## src/rtl/axi_rd_arbiter.sv

```systemverilog
// rtl/axi_rd_arbiter.sv - round-robin AR arbiter with ID-based R routing and outstanding tracking
module axi_rd_arbiter #(
  parameter int NUM_REQ         = 4,
  parameter int IDX_W           = 2,
  parameter int ADDR_BITS       = 16,
  parameter int BURST_LEN_WIDTH = 8,
  parameter int TID_WIDTH       = 8,
  parameter int DATA_WIDTH      = 8,
  parameter int OUTST_WIDTH     = 3
) (
  input  logic                                         clk,
  input  logic                                         rst,
  input  logic [NUM_REQ-1:0]                           s_ar_valid,
  output logic [NUM_REQ-1:0]                           s_ar_ready,
  input  logic [NUM_REQ*ADDR_BITS-1:0]                 s_ar_addr,
  input  logic [NUM_REQ*BURST_LEN_WIDTH-1:0]           s_ar_len,
  input  logic [NUM_REQ*(TID_WIDTH-IDX_W)-1:0]         s_ar_id,
  output logic                                         m_ar_valid,
  input  logic                                         m_ar_ready,
  output logic [ADDR_BITS-1:0]                         m_ar_addr,
  output logic [BURST_LEN_WIDTH-1:0]                   m_ar_len,
  output logic [TID_WIDTH-1:0]                         m_ar_id,
  input  logic                                         m_r_valid,
  output logic                                         m_r_ready,
  input  logic                                         m_r_last,
  input  logic [DATA_WIDTH-1:0]                        m_r_data,
  input  logic [TID_WIDTH-1:0]                         m_r_id,
  output logic [NUM_REQ-1:0]                           s_r_valid,
  input  logic [NUM_REQ-1:0]                           s_r_ready,
  output logic                                         s_r_last,
  output logic [DATA_WIDTH-1:0]                        s_r_data,
  output logic [TID_WIDTH-IDX_W-1:0]                   s_r_id,
  output logic [NUM_REQ*OUTST_WIDTH-1:0]               outst_cnt,
  output logic                                         err_unexp_r
);

  localparam int UID_W = TID_WIDTH - IDX_W;
  localparam logic [OUTST_WIDTH-1:0] CNT_MAX = '1;

  typedef enum logic {ARB, HOLD} state_t;

  state_t                 state, state_nxt;
  logic [IDX_W-1:0]       rr_ptr;
  logic [IDX_W-1:0]       win;
  logic                   found;
  logic [NUM_REQ-1:0]     elig;
  logic [NUM_REQ-1:0]     ar_hs;
  logic [NUM_REQ-1:0]     cnt_inc;
  logic [NUM_REQ-1:0]     cnt_dec;
  logic [OUTST_WIDTH-1:0] cnt [NUM_REQ];
  logic [IDX_W-1:0]       r_idx;
  logic                   r_hs;
  logic                   m_ar_hs;

  // A requester may compete only while it has room for one more outstanding burst
  always_comb begin
    for (int i = 0; i < NUM_REQ; i++) begin
      elig[i] = s_ar_valid[i] && (cnt[i] != CNT_MAX);
    end
  end

  // Round-robin search from rr_ptr; scanning downward lets the nearest hit win
  always_comb begin
    found = 1'b0;
    win   = rr_ptr;
    for (int k = NUM_REQ - 1; k >= 0; k--) begin
      if (elig[rr_ptr + IDX_W'(k)]) begin
        found = 1'b1;
        win   = rr_ptr + IDX_W'(k);
      end
    end
  end

  // FSM state register
  always_ff @(posedge clk or posedge rst) begin
    if (rst) state <= ARB;
    else     state <= state_nxt;
  end

  // FSM next state: grab a winner in ARB, wait for the downstream handshake in HOLD
  always_comb begin
    state_nxt = state;
    case (state)
      ARB:  if (found)      state_nxt = HOLD;
      HOLD: if (m_ar_ready) state_nxt = ARB;
      default:              state_nxt = ARB;
    endcase
  end

  // FSM outputs: one-hot upstream ready in ARB, downstream valid exactly in HOLD
  always_comb begin
    s_ar_ready = '0;
    m_ar_valid = (state == HOLD);
    if ((state == ARB) && found && !rst) s_ar_ready[win] = 1'b1;
  end

  assign ar_hs   = s_ar_ready & s_ar_valid;
  assign m_ar_hs = m_ar_valid & m_ar_ready;

  // Capture the winning request; the requester index rides in the top ID bits
  always_ff @(posedge clk or posedge rst) begin
    if (rst) begin
      m_ar_addr <= '0;
      m_ar_len  <= '0;
      m_ar_id   <= '0;
    end else if ((state == ARB) && found) begin
      m_ar_addr <= s_ar_addr[win*ADDR_BITS +: ADDR_BITS];
      m_ar_len  <= s_ar_len[win*BURST_LEN_WIDTH +: BURST_LEN_WIDTH];
      m_ar_id   <= {win, s_ar_id[win*UID_W +: UID_W]};
    end
  end

  // Advance the round-robin pointer past the granted requester only once it is accepted
  always_ff @(posedge clk or posedge rst) begin
    if (rst)          rr_ptr <= '0;
    else if (m_ar_hs) rr_ptr <= m_ar_id[TID_WIDTH-1 -: IDX_W] + IDX_W'(1);
  end

  // R routing is purely combinational, selected by the requester index in the ID
  always_comb begin
    r_idx            = m_r_id[TID_WIDTH-1 -: IDX_W];
    s_r_valid        = '0;
    s_r_valid[r_idx] = m_r_valid;
    m_r_ready        = s_r_ready[r_idx];
    r_hs             = m_r_valid && s_r_ready[r_idx];
  end

  assign s_r_last = m_r_last;
  assign s_r_data = m_r_data;
  assign s_r_id   = m_r_id[UID_W-1:0];

  // Counter events; a last beat to an idle requester must not underflow
  always_comb begin
    for (int i = 0; i < NUM_REQ; i++) begin
      cnt_inc[i] = ar_hs[i];
      cnt_dec[i] = r_hs && m_r_last && (r_idx == IDX_W'(i)) && (cnt[i] != '0);
    end
  end

  // Per-requester outstanding-burst counters; simultaneous inc and dec cancel
  always_ff @(posedge clk or posedge rst) begin
    if (rst) begin
      for (int i = 0; i < NUM_REQ; i++) cnt[i] <= '0;
    end else begin
      for (int i = 0; i < NUM_REQ; i++) begin
        if (cnt_inc[i] && !cnt_dec[i])      cnt[i] <= cnt[i] + OUTST_WIDTH'(1);
        else if (cnt_dec[i] && !cnt_inc[i]) cnt[i] <= cnt[i] - OUTST_WIDTH'(1);
      end
    end
  end

  // Flatten counters onto the packed status port
  always_comb begin
    for (int i = 0; i < NUM_REQ; i++) outst_cnt[i*OUTST_WIDTH +: OUTST_WIDTH] = cnt[i];
  end

  // Sticky flag for any R beat that reaches a requester with nothing outstanding
  always_ff @(posedge clk or posedge rst) begin
    if (rst)                              err_unexp_r <= 1'b0;
    else if (r_hs && (cnt[r_idx] == '0))  err_unexp_r <= 1'b1;
  end

endmodule

```

## config.mk

```make
export PLATFORM = sky130hd
export DESIGN_NAME = axi_rd_arbiter
export DESIGN_NICKNAME = d
export VERILOG_FILES = /design/src/rtl/axi_rd_arbiter.sv
export SDC_FILE = /design/constraint.sdc
export NUM_CORES = 1
export LEC_CHECK = 0
export ABC_AREA = 1
export BUFFER_PORTS_ARGS = -buffer_cell sky130_fd_sc_hd__buf_2
export CAP_MARGIN = 10
export CORE_MARGIN = 2
export CORE_UTILIZATION = 44
export DETAILED_ROUTE_END_ITERATION = 6
export GPL_TIMING_DRIVEN = 0
export PLACE_DENSITY = 0.82
export SKIP_CTS_REPAIR_TIMING = 1
export SLEW_MARGIN = 20
export SYNTH_ARGS = -nofsm -noshare
export SYNTH_HDL_FRONTEND = slang
export SYNTH_SLANG_ARGS = --single-unit
```

## constraint.sdc

```tcl
create_clock -name clk -period 5.4 [get_ports clk]
set_clock_uncertainty 0.2 [all_clocks]
set_input_delay 1.62 -clock clk [delete_from_list [all_inputs] [get_ports clk]]
set_output_delay 1.62 -clock clk [all_outputs]
set_load 0.1 [all_outputs]
```

# ---- Word level (Yosys, flattened, before mapping)
# Index checks and enable logic that the tools add are counted.
dict set report classes {
  n_eq_ne 7
  n_mul 1
  add_sub_neg 12
  n_shift 3
  n_mux 37
  order_cmp 9
  reduce_logical 46
  n_bitwise 5
}
# op n
set ops {}
lappend ops {{indexed part select 64 x 7 -> 16 bit} 1}
lappend ops {{indexed part select 32 x 6 -> 8 bit} 1}
lappend ops {{two-way mux 3 bit} 10}
lappend ops {{logical AND 1 bit} 27}
lappend ops {{indexed part select 24 x 6 -> 6 bit} 1}
lappend ops {{< comparator 2 x 3 -> 1 bit (second input constant)} 6}
lappend ops {{two-way mux 1 bit} 13}
lappend ops {{adder 3 x 1 -> 3 bit (second input constant)} 4}
lappend ops {{inequality test 3 bit (second input constant)} 4}
lappend ops {{nonzero test 3 bit} 4}
lappend ops {{subtractor 3 x 1 -> 3 bit (second input constant)} 4}
lappend ops {{binary-select mux 1 bit (select 2 bit)} 5}
lappend ops {{logical NOT 1 bit} 9}
lappend ops {{bitwise AND 4 bit} 2}
lappend ops {{two-way mux 2 bit} 4}
lappend ops {{nonzero test 2 bit} 4}
lappend ops {{binary-select mux 3 bit (select 2 bit)} 1}
lappend ops {{adder 2 x 1 -> 2 bit (second input constant)} 2}
lappend ops {{adder 2 bit (second input constant)} 2}
lappend ops {{demux 1 bit (select 2 bit)} 2}
lappend ops {{equality test 2 bit (second input constant)} 2}
lappend ops {{greater-or-equal comparator 2 x 1 -> 1 bit (second input constant)} 2}
lappend ops {{multiplier 2 x 2 -> 4 bit (second input constant)} 1}
lappend ops {{two-way mux 4 bit} 1}
lappend ops {{other kinds (8)} 8}
dict set report totals {
  register_bits 48
  inputBits 149
  elab_cells 130
}

# ---- Depth between registers and ports, before layout
dict set report logic_depth {
  ltp_word 18
  mapped_depth 20
  ltp_nobuf 18
}

# ---- Least setup slack after synthesis
# Ideal clock, no wire load.
dict set report synth_path {
  path_type {in2out}
  from {in rst}
  to {out s_ar_ready[3]}
  arrival_time_ns 5.169
  stages 3
  setup_slack_ns -1.589
  cell_sequence {inv_1 > nand2_1 > nor3_1}
}
dict set report synth_via {
  elab_chain_len 3
}
# element line_no
set synth_rtl {}
lappend synth_rtl {{start: declaration} 12} ;# input logic rst,
lappend synth_rtl {{logical NOT 1 bit (no line)} -}
lappend synth_rtl {{logical AND 1 bit} 94} ;# if ((state == ARB) && found && !rst) s_ar_ready[win] = 1'b1;
lappend synth_rtl {{two-way mux 4 bit} 94}
lappend synth_rtl {{end: declaration} 14} ;# output logic [NUM_REQ-1:0] s_ar_ready,
# No other way between the ends.

# ---- Worst setup path after layout
dict set report layout_path {
  from {in s_ar_valid[1]}
  to {out s_ar_ready[3]}
}
dict set report layout_via {
  elab_chain_len 12
}
# element line_no
set layout_rtl {}
lappend layout_rtl {{start: declaration} 13} ;# input logic [NUM_REQ-1:0] s_ar_valid,
lappend layout_rtl {{logical AND 1 bit *} 58} ;# elig[i] = s_ar_valid[i] && (cnt[i] != CNT_MAX);
lappend layout_rtl {{binary-select mux 1 bit (select 2 bit)} 67} ;# if (elig[rr_ptr + IDX_W'(k)]) begin
lappend layout_rtl {{two-way mux 1 bit (not written as such)} 67}
lappend layout_rtl {{two-way mux 2 bit (4 in a row)} 67}
lappend layout_rtl {{< comparator 2 x 3 -> 1 bit (not written as such) or greater-or-equal comparator 2 x 1 -> 1 bit (tied branches)} 94}
lappend layout_rtl {{logical AND 1 bit (not written as such)} 94}
lappend layout_rtl {{two-way mux 1 bit (not written as such)} 94}
lappend layout_rtl {{demux 1 bit (select 2 bit)} 94}
lappend layout_rtl {{two-way mux 4 bit *} 94}
# Every way passes the cells marked *; elsewhere a longest branch is shown, timed or not. The select of a mux whose other input is x is not followed.

==> impl_metrics.tcl <==
set metrics [dict create \
    yosysMostFrequentCell "nand2_1" \
    crit_fanout 8 \
    grt-ovfl-total 0 \
    dieArea_um2 8880 \
    route.met3.wl_um 964 \
    grt_pass1_vias 4107 \
    rsz0062_at_grt "false" \
    htreeDepth 2 \
    fin_setup_tns_ns 0 \
    initial_core_util_pct 45.9 \
    required_ns 3.58 \
    synth.avg_cell_area_um2 6.86 \
    grt_use_total_pct 26.1 \
    clkLatencyLatePin_ns 0.30 \
    place_hpwl_mm 9.31 \
    cp-endpoint "s_ar_ready[3]" \
    setup_slack_ns 0.204 \
    synth_seq_cells 48 \
    grt_max_degree 50 \
    async_reset_ff_share_pct 100 \
    slew_violations 0 \
    status "finished, final reports clean" \
    synth_flop_cell "dfrtp_1" \
    io_pins 219 \
    worst_pin_slew_ns 0.622 \
    hp-class "flop to flop" \
    setup_violations 0 \
    preCtsSetupSlack_ns -0.329 \
    routed_via_density 5.00 \
    fin_crit_sh_pct 96.2 \
    netlist_top_cells_count "198 x nand2_1, 85 x nand3_1, 51 x inv_1, 48 x dfrtp_1, 17 x buf_4" \
    crit_path_end_kind "primary output" \
    dp_cells 828 \
    drt.antenna.violating_nets 0 \
    drive_gt1_share_pct 37.7 \
    hold_viol 0 \
    cts_root_buf "clkbuf_8" \
    syn_to_final_growth_pct 37.1 \
    final_area_um2 4910 \
    critPathLaunchType "input pin" \
    synth_nets 679 \
    io_buffers 204 \
    die_height_um 94.2 \
    slew_headroom_pct 58.5 \
    drtPass1Iterations 4 \
    n_antenna_cell 0 \
    seq_area_frac_synth_pct 33.5 \
    fin_cells 837 \
    rr_worst_depth 18 \
    r2r-start "rr_ptr[0]$_DFFE_PP0P_" \
    nets 891 \
    routed.top_layer "met4" \
    cts_sinks 48 \
    rows 32 \
    ys_types 28 \
    wl_met1_mm 4.42 \
    cts_tree "done" \
    min_period_ns 5.20 \
    wl_met2_mm 5.92 \
    startpoint "s_ar_valid[1]" \
    clk_pin_slew_ns 0.09 \
    vias 4183 \
    netlist_area_um2 3580 \
    cts_made_buffers 5 \
    placed_cell_area_um2 4780 \
    r2r_end "outst_cnt[5]$_DFFE_PP0P_" \
    synth_edf_count 0 \
    antenna_found_initial 0 \
    grt_pass1_wl_mm 18.5 \
    ys_warn_count 0 \
    wl_per_cell_um 13.8 \
    gp_congestion 0.898 \
    max_freq_mhz 192 \
    synth.area.top_cells "dfrtp_1 34%, nand2_1 21%, nand3_1 12%" \
    rrSetupSlack_ns 2.01 \
    synth_top_area_share_pct 33.5 \
    cp_data_arrival_time_ns 3.38 \
    drtIter0Drc 153 \
    maxCapViolCount 0 \
    nFillCells 726 \
    drc 0 \
    netlist_instances 522 \
    die_w_um 94.2 \
    synth_top_area_cell "dfrtp_1" \
    clock_path_buffers 2 \
    wl_mm 11.6 \
    core_area_um2 7810 \
    worst-setup-path-type "input pin to primary output" \
]
[per-stage QoR]
stage                     util [%]  hold slack (ns)
after CTS                     62.5            0.294
after global routing          62.9            0.317
final                         62.9            0.285
after floorplan                  -            0.370
after detailed placement      61.2            0.271
after global placement        61.2            0.251
[flip-flops by register name, summed over array words and instances, names as in the netlist]
name         cells
m_ar_id          8
m_ar_valid       1
outst_cnt       12
rr_ptr           2
err_unexp_r      1
m_ar_addr       16
m_ar_len         8
[cells by family after synthesis]
family	after synthesis	synth area share [%]
compound gates	42	9.22
xor+xnor	11	2.69
fa+ha+maj	8	3.63
buf+inv	97	13.1
flops	48	33.5
mux	4	1.26
simple gates	312	36.6
[worst min path at each step]
stage / endpoint / start / slack [ns] / cells past startpoint
after CTS: m_ar_addr[0]$_DFFE_PP0N_ / m_ar_addr[0]$_DFFE_PP0N_ / 0.29 / 2
after global placement: err_unexp_r$_DFFE_PP0P_ / err_unexp_r$_DFFE_PP0P_ / 0.25 / 1
after detailed placement: m_ar_addr[0]$_DFFE_PP0N_ / m_ar_addr[0]$_DFFE_PP0N_ / 0.27 / 2
after global routing: m_ar_len[6]$_DFFE_PP0N_ / m_ar_len[6]$_DFFE_PP0N_ / 0.32 / 2
final: m_ar_addr[0]$_DFFE_PP0N_ / m_ar_addr[0]$_DFFE_PP0N_ / 0.29 / 2
after floorplan: rr_ptr[1]$_DFFE_PP0P_ / rr_ptr[1]$_DFFE_PP0P_ / 0.37 / 3
[placed cells by master, fill, tap and decap left out]
cell type	n
buf_2	214
buf_12	1
nand4_1	1
nor4_1	1
buf_6	3
clkbuf_1	8
clkinvlp_4	2
nor2_1	13
nand3_1	85
fa_1	4
nand2_1	197
o21ai_2	1
and3_1	1
o21ai_0	8
nor3_4	4
clkbuf_4	4
nor2_4	1
inv_2	3
dfrtp_1	48
a21oi_1	7
mux2_2	4
xor2_1	4
o211ai_2	10
clkbuf_8	6
buf_4	17
a31o_2	1
inv_6	1
inv_1	50
xnor2_1	7
nor3_1	5
ha_1	4
o211ai_1	15
clkinv_2	1
nand2_2	4
[routing by layer]
layer | vias to the layer above | track usage (%)
li1 | 2076 | -
met1 | 1880 | 31.6
met2 | 200 | 46.4
met3 | 27 | 5.06
met4 | 0 | 7.97
met5 | - | 0
[layout make-up]
class                      instances  area, um^2  share of cell area (%)
clock inverter                     2        13.8                   0.280
tap                              102         128                    2.60
clock buffer                       6        82.6                    1.68
inverter                          55         214                    4.36
timing repair buffer             205        1050                    21.4
sequential                        48        1200                    24.5
multi-input combinational        377        1960                    39.9
buffer                            42         262                    5.32
[worst max-delay path, stage by stage]
cell	delay [ns]
buf_2	0.09
nand3_1	0.12
nand2_1	0.09
nand2_1	0.06
nand2_1	0.10
nor2_1	0.06
nand3_1	0.08
nand2_2	0.15
inv_1	0.20
nand2_2	0.21
nor3_4	0.22
clkbuf_4	0.36
Power is left out: the tool's default activity adds up to more than one toggle a clock period on the data nets, which glitch-free logic cannot reach.
